===== src/rtl/interrupt_priority_controller_pkg.sv =====
`default_nettype none
// ============================================================================
// Module   : interrupt_pkg
// Brief    : Field positions of the interrupt instruction word and the
//            grant sequencer state type.
// Revision : 1.0 - initial release
// ============================================================================
package interrupt_pkg;

    localparam int          OPCODE_HI  = 31;
    localparam int          OPCODE_LO  = 30;
    localparam logic [1:0]  INT_OPCODE = 2'b10;
    localparam int          PRIO_HI    = 29;
    localparam int          PRIO_LO    = 25;

    typedef enum logic [1:0] {
        IDLE    = 2'd0,
        REQUEST = 2'd1,
        SERVICE = 2'd2
    } state_t;

endpackage
`default_nettype wire


===== src/rtl/interrupt_priority_controller_if.sv =====
`default_nettype none
// ============================================================================
// Module   : interrupt_priority_controller_if
// Brief    : Source-side and control-unit-side signals of the controller.
// Revision : 1.0 - initial release
// ============================================================================
interface interrupt_priority_controller_if #(
    parameter int NUM_CHANNELS = 4,
    parameter int WORD_SIZE    = 32,
    parameter int ADDR_WIDTH   = 20,
    parameter int PRIO_WIDTH   = 5
);
    localparam int CH_WIDTH = $clog2(NUM_CHANNELS);

    logic [NUM_CHANNELS*WORD_SIZE-1:0] interrupt_word;
    logic [NUM_CHANNELS-1:0]           interrupt_valid;
    logic [NUM_CHANNELS-1:0]           interrupt_mask;
    logic                              interrupt_disable;
    logic                              interrupt_ack;
    logic                              interrupt_done;
    logic                              interrupt_request;
    logic [ADDR_WIDTH-1:0]             interrupt_address;
    logic [CH_WIDTH-1:0]               interrupt_channel;
    logic [PRIO_WIDTH-1:0]             interrupt_priority;
    logic [NUM_CHANNELS-1:0]           interrupt_pending;
    logic                              interrupt_in_service;

    // Sources and control unit side
    modport master (
        output interrupt_word, interrupt_valid, interrupt_mask,
               interrupt_disable, interrupt_ack, interrupt_done,
        input  interrupt_request, interrupt_address, interrupt_channel,
               interrupt_priority, interrupt_pending, interrupt_in_service
    );

    // Controller side
    modport slave (
        input  interrupt_word, interrupt_valid, interrupt_mask,
               interrupt_disable, interrupt_ack, interrupt_done,
        output interrupt_request, interrupt_address, interrupt_channel,
               interrupt_priority, interrupt_pending, interrupt_in_service
    );

endinterface
`default_nettype wire


===== src/rtl/interrupt_priority_controller_arbiter.sv =====
`default_nettype none
// ============================================================================
// Module   : interrupt_priority_arbiter
// Brief    : Combinational highest-priority pick; ties go to the lowest index.
// Revision : 1.0 - initial release
// ============================================================================
module interrupt_priority_arbiter #(
    parameter int NUM_CHANNELS = 4,
    parameter int PRIO_WIDTH   = 5,
    parameter int CH_WIDTH     = $clog2(NUM_CHANNELS)
) (
    input  logic [NUM_CHANNELS-1:0]            eligible_i,
    input  logic [NUM_CHANNELS*PRIO_WIDTH-1:0] prio_i,
    output logic [CH_WIDTH-1:0]                win_idx_o,
    output logic                               win_valid_o
);

    logic [PRIO_WIDTH-1:0] w_best_prio;

    // Strict '>' keeps the earlier (lower) index on equal priority.
    always_comb begin
        w_best_prio = '0;
        win_idx_o   = '0;
        win_valid_o = 1'b0;
        for (int i = 0; i < NUM_CHANNELS; i++) begin
            if (eligible_i[i] &&
                (!win_valid_o || (prio_i[i*PRIO_WIDTH +: PRIO_WIDTH] > w_best_prio))) begin
                w_best_prio = prio_i[i*PRIO_WIDTH +: PRIO_WIDTH];
                win_idx_o   = CH_WIDTH'(i);
                win_valid_o = 1'b1;
            end
        end
    end

endmodule
`default_nettype wire


===== src/rtl/interrupt_priority_controller.sv =====
`default_nettype none
// ============================================================================
// Module   : interrupt_priority_controller
// Brief    : Latches per-channel interrupt words, arbitrates by priority and
//            hands one winner at a time to the control unit.
// Revision : 1.0 - initial release
// ============================================================================
module interrupt_priority_controller
    import interrupt_pkg::*;
#(
    parameter int NUM_CHANNELS = 4,
    parameter int WORD_SIZE    = 32,
    parameter int ADDR_WIDTH   = 20,
    parameter int PRIO_WIDTH   = 5
) (
    input  logic                             clk,
    input  logic                             rst_n,
    interrupt_priority_controller_if.slave   irq_bus
);

    localparam int CH_WIDTH = $clog2(NUM_CHANNELS);

    logic [NUM_CHANNELS-1:0]            pending_q, pending_d;
    logic [NUM_CHANNELS*ADDR_WIDTH-1:0] addr_q, addr_d;
    logic [NUM_CHANNELS*PRIO_WIDTH-1:0] prio_q, prio_d;

    state_t                 state_q, state_d;
    logic                   request_q, request_d;
    logic                   in_service_q, in_service_d;
    logic [ADDR_WIDTH-1:0]  out_addr_q, out_addr_d;
    logic [CH_WIDTH-1:0]    out_chan_q, out_chan_d;
    logic [PRIO_WIDTH-1:0]  out_prio_q, out_prio_d;

    logic [NUM_CHANNELS-1:0] w_capture;
    logic [NUM_CHANNELS-1:0] w_eligible;
    logic [CH_WIDTH-1:0]     w_win_idx;
    logic                    w_win_valid;
    logic                    w_ack_accept;
    logic [NUM_CHANNELS-1:0] w_unused_word;

    genvar gi;
    generate
        for (gi = 0; gi < NUM_CHANNELS; gi++) begin : g_capture
            assign w_capture[gi] = irq_bus.interrupt_valid[gi] &&
                (irq_bus.interrupt_word[gi*WORD_SIZE+OPCODE_LO +: 2] == INT_OPCODE);
            assign w_unused_word[gi] = ^irq_bus.interrupt_word[gi*WORD_SIZE +: WORD_SIZE];
        end
    endgenerate

    assign w_eligible   = pending_q & irq_bus.interrupt_mask;
    assign w_ack_accept = (state_q == REQUEST) && irq_bus.interrupt_ack;

    interrupt_priority_arbiter #(
        .NUM_CHANNELS (NUM_CHANNELS),
        .PRIO_WIDTH   (PRIO_WIDTH),
        .CH_WIDTH     (CH_WIDTH)
    ) u_arbiter (
        .eligible_i  (w_eligible),
        .prio_i      (prio_q),
        .win_idx_o   (w_win_idx),
        .win_valid_o (w_win_valid)
    );

    // A capture is applied after the ack clear so a same-cycle set wins.
    always_comb begin
        pending_d = pending_q;
        addr_d    = addr_q;
        prio_d    = prio_q;
        if (w_ack_accept) begin
            pending_d[out_chan_q] = 1'b0;
        end
        for (int i = 0; i < NUM_CHANNELS; i++) begin
            if (w_capture[i]) begin
                pending_d[i] = 1'b1;
                addr_d[i*ADDR_WIDTH +: ADDR_WIDTH] =
                    irq_bus.interrupt_word[i*WORD_SIZE +: ADDR_WIDTH];
                prio_d[i*PRIO_WIDTH +: PRIO_WIDTH] =
                    irq_bus.interrupt_word[i*WORD_SIZE+PRIO_LO +: PRIO_WIDTH];
            end
        end
    end

    always_comb begin
        state_d      = state_q;
        request_d    = request_q;
        in_service_d = in_service_q;
        out_addr_d   = out_addr_q;
        out_chan_d   = out_chan_q;
        out_prio_d   = out_prio_q;
        case (state_q)
            IDLE: begin
                if (w_win_valid && !irq_bus.interrupt_disable) begin
                    state_d    = REQUEST;
                    request_d  = 1'b1;
                    out_addr_d = addr_q[w_win_idx*ADDR_WIDTH +: ADDR_WIDTH];
                    out_chan_d = w_win_idx;
                    out_prio_d = prio_q[w_win_idx*PRIO_WIDTH +: PRIO_WIDTH];
                end
            end
            REQUEST: begin
                if (irq_bus.interrupt_ack) begin
                    state_d      = SERVICE;
                    request_d    = 1'b0;
                    in_service_d = 1'b1;
                end else if (irq_bus.interrupt_disable) begin
                    // Withdrawn grant leaves the presented fields cleared.
                    state_d    = IDLE;
                    request_d  = 1'b0;
                    out_addr_d = '0;
                    out_chan_d = '0;
                    out_prio_d = '0;
                end
            end
            SERVICE: begin
                if (irq_bus.interrupt_done) begin
                    state_d      = IDLE;
                    in_service_d = 1'b0;
                    out_addr_d   = '0;
                    out_chan_d   = '0;
                    out_prio_d   = '0;
                end
            end
            default: begin
                state_d      = IDLE;
                request_d    = 1'b0;
                in_service_d = 1'b0;
                out_addr_d   = '0;
                out_chan_d   = '0;
                out_prio_d   = '0;
            end
        endcase
    end

    always_ff @(posedge clk or negedge rst_n) begin
        if (!rst_n) begin
            pending_q    <= '0;
            addr_q       <= '0;
            prio_q       <= '0;
            state_q      <= IDLE;
            request_q    <= 1'b0;
            in_service_q <= 1'b0;
            out_addr_q   <= '0;
            out_chan_q   <= '0;
            out_prio_q   <= '0;
        end else begin
            pending_q    <= pending_d;
            addr_q       <= addr_d;
            prio_q       <= prio_d;
            state_q      <= state_d;
            request_q    <= request_d;
            in_service_q <= in_service_d;
            out_addr_q   <= out_addr_d;
            out_chan_q   <= out_chan_d;
            out_prio_q   <= out_prio_d;
        end
    end

    assign irq_bus.interrupt_request    = request_q;
    assign irq_bus.interrupt_address    = out_addr_q;
    assign irq_bus.interrupt_channel    = out_chan_q;
    assign irq_bus.interrupt_priority   = out_prio_q;
    assign irq_bus.interrupt_pending    = pending_q;
    assign irq_bus.interrupt_in_service = in_service_q;

endmodule
`default_nettype wire


===== src/flat_wrapper.sv =====
// flat-port wrapper written by rule: the top's interface ports become plain ports
module interrupt_priority_controller_flat import interrupt_pkg::*;
#(
    parameter int NUM_CHANNELS = 4,
    parameter int WORD_SIZE    = 32,
    parameter int ADDR_WIDTH   = 20,
    parameter int PRIO_WIDTH   = 5
)
  (clk, rst_n, irq_bus_interrupt_word, irq_bus_interrupt_valid, irq_bus_interrupt_mask, irq_bus_interrupt_disable, irq_bus_interrupt_ack, irq_bus_interrupt_done, irq_bus_interrupt_request, irq_bus_interrupt_address, irq_bus_interrupt_channel, irq_bus_interrupt_priority, irq_bus_interrupt_pending, irq_bus_interrupt_in_service);
  interrupt_priority_controller_if #(.NUM_CHANNELS(NUM_CHANNELS), .WORD_SIZE(WORD_SIZE), .ADDR_WIDTH(ADDR_WIDTH), .PRIO_WIDTH(PRIO_WIDTH)) irq_bus_i ();
  input  logic clk;
  input  logic rst_n;
  input wire logic [$bits(irq_bus_i.interrupt_word)-1:0] irq_bus_interrupt_word;
  input wire logic [$bits(irq_bus_i.interrupt_valid)-1:0] irq_bus_interrupt_valid;
  input wire logic [$bits(irq_bus_i.interrupt_mask)-1:0] irq_bus_interrupt_mask;
  input wire logic [$bits(irq_bus_i.interrupt_disable)-1:0] irq_bus_interrupt_disable;
  input wire logic [$bits(irq_bus_i.interrupt_ack)-1:0] irq_bus_interrupt_ack;
  input wire logic [$bits(irq_bus_i.interrupt_done)-1:0] irq_bus_interrupt_done;
  output wire logic [$bits(irq_bus_i.interrupt_request)-1:0] irq_bus_interrupt_request;
  output wire logic [$bits(irq_bus_i.interrupt_address)-1:0] irq_bus_interrupt_address;
  output wire logic [$bits(irq_bus_i.interrupt_channel)-1:0] irq_bus_interrupt_channel;
  output wire logic [$bits(irq_bus_i.interrupt_priority)-1:0] irq_bus_interrupt_priority;
  output wire logic [$bits(irq_bus_i.interrupt_pending)-1:0] irq_bus_interrupt_pending;
  output wire logic [$bits(irq_bus_i.interrupt_in_service)-1:0] irq_bus_interrupt_in_service;
  assign irq_bus_i.interrupt_word = irq_bus_interrupt_word;
  assign irq_bus_i.interrupt_valid = irq_bus_interrupt_valid;
  assign irq_bus_i.interrupt_mask = irq_bus_interrupt_mask;
  assign irq_bus_i.interrupt_disable = irq_bus_interrupt_disable;
  assign irq_bus_i.interrupt_ack = irq_bus_interrupt_ack;
  assign irq_bus_i.interrupt_done = irq_bus_interrupt_done;
  assign irq_bus_interrupt_request = irq_bus_i.interrupt_request;
  assign irq_bus_interrupt_address = irq_bus_i.interrupt_address;
  assign irq_bus_interrupt_channel = irq_bus_i.interrupt_channel;
  assign irq_bus_interrupt_priority = irq_bus_i.interrupt_priority;
  assign irq_bus_interrupt_pending = irq_bus_i.interrupt_pending;
  assign irq_bus_interrupt_in_service = irq_bus_i.interrupt_in_service;
  interrupt_priority_controller #(.NUM_CHANNELS(NUM_CHANNELS), .WORD_SIZE(WORD_SIZE), .ADDR_WIDTH(ADDR_WIDTH), .PRIO_WIDTH(PRIO_WIDTH)) u_core (.clk(clk), .rst_n(rst_n), .irq_bus(irq_bus_i));
endmodule

===== config.mk =====
export PLATFORM = sky130hd
export DESIGN_NAME = interrupt_priority_controller_flat
export DESIGN_NICKNAME = d
export VERILOG_FILES = /design/src/rtl/interrupt_priority_controller_pkg.sv /design/src/rtl/interrupt_priority_controller_if.sv /design/src/rtl/interrupt_priority_controller_arbiter.sv /design/src/rtl/interrupt_priority_controller.sv /design/src/flat_wrapper.sv
export SDC_FILE = /design/constraint.sdc
export NUM_CORES = 1
export LEC_CHECK = 0
export BUFFER_PORTS_ARGS = -buffer_cell sky130_fd_sc_hd__buf_2
export CAP_MARGIN = 15
export CORE_AREA = 4 4 184 114
export CTS_CLUSTER_SIZE = 20
export DETAILED_ROUTE_END_ITERATION = 8
export DIE_AREA = 0 0 188 118
export PLACE_DENSITY = 0.68
export SETUP_SLACK_MARGIN = 0.05
export SLEW_MARGIN = 40
export SYNTH_ARGS = -nofsm -noshare
export SYNTH_HDL_FRONTEND = slang
export SYNTH_SLANG_ARGS = --single-unit

===== constraint.sdc =====
create_clock -name clk -period 5.15 [get_ports clk]
set_clock_uncertainty 0.2 [all_clocks]
set_input_delay 0.2575 -clock clk [delete_from_list [all_inputs] [get_ports clk]]
set_output_delay 0.2575 -clock clk [all_outputs]
set_load 0.01 [all_outputs]

==> flow_metrics.py <==
metrics = {
    "floorplanning": {
        "die-area_um2": 22180,
        "initial_utilization": 0.3494,
        "die_w_um": 188,
        "die_h_um": 118,
        "fp-row-count": 39,
        "pin_count": 174,
        "core_um2": 19080,
    },
    "cells_and_area": {
        "post-route-util": 0.5360,
        "drive_above_1_share": 0.4679,
        "syn2layout_area_growth_pct": 53.42,
        "num-nets-final": 1016,
        "layout_common_cells": "buf_2, dfrtp_1, dlygate4sd3_1",
        "final_common_cell": "buf_2",
        "final_cells": 1139,
    },
    "global_routing": {
        "grt_pass1_wl_um": 32440,
        "grt_start_max_net_pins": 88,
        "grt_pass1_vias": 5728,
        "grt.overflow.total": 0,
        "grt_use_total": 0.1892,
        "antenna_found_initial": 1,
    },
    "sta": {
        "hold_violations": 0,
        "report.final.slew_viol_count": 0,
        "fin_ws_ns": -0.06085,
        "period_share": 1.012,
        "rsz0062_at_grt": "true",
        "fmax_mhz": 191.9,
        "tightest_slew_ns": 0.7315,
        "tns_ns": -0.2448,
        "period_needed_ns": 5.211,
        "slew_headroom": 0.5123,
        "setup_viol_count_final": 10,
    },
    "hold_path": {
        "min_path_cells": 3,
        "hp-start": "irq_bus_interrupt_disable",
        "hp-class": "input port to flip-flop",
        "min_to": "u_core.state_q[0]",
    },
    "logic_synthesis": {
        "synth_flop_cell": "dfrtp_1",
        "ys_seq_area_frac": 0.5068,
        "syn_area_per_cell_um2": 12.16,
        "synthDominantCellAreaShare": 0.5068,
        "async_flop_share": 1.000,
        "ys_warn_count": 0,
        "yosys-top-cells-area": "dfrtp_1, mux2_2, mux2i_1",
        "yosys_register_bits": 135,
        "synthDistinctLibCells": 40,
        "synth_area_um2": 6666,
        "syn_nets": 704,
        "synthCells": 548,
        "yosys.area.top_type": "dfrtp_1",
        "synth_edf_count": 0,
    },
    "place": {
        "dpl_worst_slack_ns": -0.2754,
        "dp_cells": 982,
        "dp_hpwl_um": 13410,
        "port-buffer-count": 153,
        "routabilityCongestion": 0.8173,
    },
    "run_status": {
        "outcome": "finished, violations left",
        "failed_checks": "setup timing",
    },
    "detailed_routing": {
        "firstDrtPassIters": 4,
        "vias": 5439,
        "routed_wl_um": 20920,
        "drc": 0,
        "drtIter0Drc": 273,
        "drtAntennaViolNets": 0,
        "vias_per_cell": 4.775,
        "routedWlPerCell_um": 18.37,
    },
    "critical_path": {
        "reg2regPathDepth": 25,
        "path_class": "flip-flop to flip-flop",
        "r2r-start": "u_core.irq_bus.interrupt_pending[0]",
        "end_kind": "flip-flop",
        "setup.worst_path.start_class": "flip-flop",
        "rrSetupSlack_ns": -0.06,
        "worst-endpoint-arrival_ns": 5.34,
        "rr_endpoint": "u_core.irq_bus.interrupt_address[19]",
        "cp_max_fo": 8,
        "cp.required_ns": 5.28,
    },
    "clock_network": {
        "cts_tree": "done",
        "clock_latency_ns": 0.42,
        "cts_max_path_buffers": 2,
        "htree_num_levels": 4,
        "path_clk_slew_ns": 0.06,
        "cts_sinks": 135,
        "cts_made_buffers": 17,
        "cts-root-buf": "clkbuf_16",
    },
    "power_and_ir_drop": {
        "vdd_drop_max_mv": 0.2146,
        "total_power_mw": 4.937,
        "powerDensity_nw_per_um2": 482.8,
        "p_leak_nw": 4.722,
    },
    "flow_run": {
        "maxCapViolCount": 0,
    },
}
worst max path at each step:
stage / startpoint / endpoint / slack [ns] / depth (start not counted)
6_report: u_core.irq_bus.interrupt_pending[0] / u_core.irq_bus.interrupt_address[19] / -0.06 / 25
5_1_grt: u_core.irq_bus.interrupt_pending[0] / u_core.irq_bus.interrupt_address[0] / -0.29 / 24
2_1_floorplan: u_core.irq_bus.interrupt_pending[0] / u_core.irq_bus.interrupt_priority[2] / 0.04 / 23
3_3_place_gp: u_core.irq_bus.interrupt_pending[0] / u_core.irq_bus.interrupt_address[0] / -0.22 / 22
3_5_place_dp: u_core.irq_bus.interrupt_pending[0] / u_core.irq_bus.interrupt_address[0] / -0.28 / 22
4_1_cts: u_core.irq_bus.interrupt_pending[0] / u_core.irq_bus.interrupt_address[1] / 0.04 / 22
synthesized netlist by cell type, types with 2 or more instances:
cell type / n
dfrtp_1: 135
mux2_2: 107
nand2_1: 46
nor2_1: 30
inv_1: 28
nand4_1: 25
o211ai_1: 25
mux2i_1: 24
mux2_1: 17
ha_1: 15
buf_2: 11
clkbuf_1: 11
nand3b_1: 8
a21oi_1: 7
a22oi_2: 6
buf_4: 6
and3_1: 5
nand3_1: 5
o21ai_0: 5
mux2_4: 4
nand2b_1: 3
a21o_1: 2
a31oi_1: 2
and2_1: 2
buf_6: 2
o221ai_2: 2
o22ai_1: 2
state kept, by name (all words and copies together), names as in the netlist:
signal / flops
u_core.irq_bus.interrupt_pending: 4
u_core.state_q: 2
u_core.addr_q: 80
u_core.irq_bus.interrupt_priority: 5
u_core.prio_q: 20
u_core.irq_bus.interrupt_address: 20
u_core.irq_bus.interrupt_channel: 2
u_core.irq_bus.interrupt_in_service: 1
u_core.irq_bus.interrupt_request: 1
what timing repair did:
item | in CTS | in global routing
pin swaps | 19 | 21
gates resized for setup | 35 | 39
setup buffers | 13 | 6
endpoints found under the setup margin | 24 | 27
gates cloned | 1 | 1
hold buffers | 104 | 0
hold endpoints to repair | 190 | 0
cell families after synthesis:
logic type / after synthesis / synth area share
and+or+nand+nor: 128 / 0.09722
AOI/OAI and AO/OA: 59 / 0.07076
muxes: 152 / 0.2545
adders and majority gates: 15 / 0.02815
DFF: 135 / 0.5068
buffers and inverters: 59 / 0.04260
cell type report:
cell class	instances	area, um2
Fill cell	1615	8852
Multi-Input combinational cell	354	3331
Timing Repair Buffer	324	2421
Clock buffer	23	488.0
Antenna cell	1	2.502
Inverter	28	105.1
Clock inverter	8	167.7
Sequential cell	135	3379
Tap cell	266	332.8
worst max-delay path, stage by stage (launching register included):
cell and delay, ns:
dfrtp_2 0.35, and2_4 0.18, nand2_2 0.08, ha_4 0.25, nand4_1 0.12, o311a_1 0.40
o31a_4 0.18, buf_4 0.16, nand2_1 0.08, nand2_1 0.09, ha_1 0.30, and3_4 0.20
nand3_4 0.08, o221ai_4 0.31, buf_6 0.16, mux2_4 0.30, ha_4 0.28, and3_4 0.19
buf_6 0.10, a31oi_4 0.08, a22oi_2 0.22, buf_4 0.19, buf_12 0.15, buf_4 0.13
nand4_1 0.19, o211ai_1 0.15
where the power goes:
part / internal (mW) / switching (mW)
Combinational: 1.10 / 0.993
Clock: 0.907 / 0.452
Sequential: 1.32 / 0.172
per-stage QoR:
stage	hold slack [ns]	area (um2)
after global placement	0.1717	7944
final	0.02744	10230
after CTS	0.003046	9948
after floorplan	-0.2381	6683
after global routing	0.01963	10230
after detailed placement	0.1636	7961
per-layer routing:
| metal | up-vias | share of wire | track usage |
|---|---|---|---|
| met5 | - | 0 | 0 |
| met4 | 0 | 0.0086 | 0.04308 |
| met3 | 17 | 0.042 | 0.04594 |
| met2 | 140 | 0.43 | 0.2669 |
| met1 | 2684 | 0.52 | 0.2901 |
| li1 | 2598 | - | - |
(Power assumes the default switching activity.)
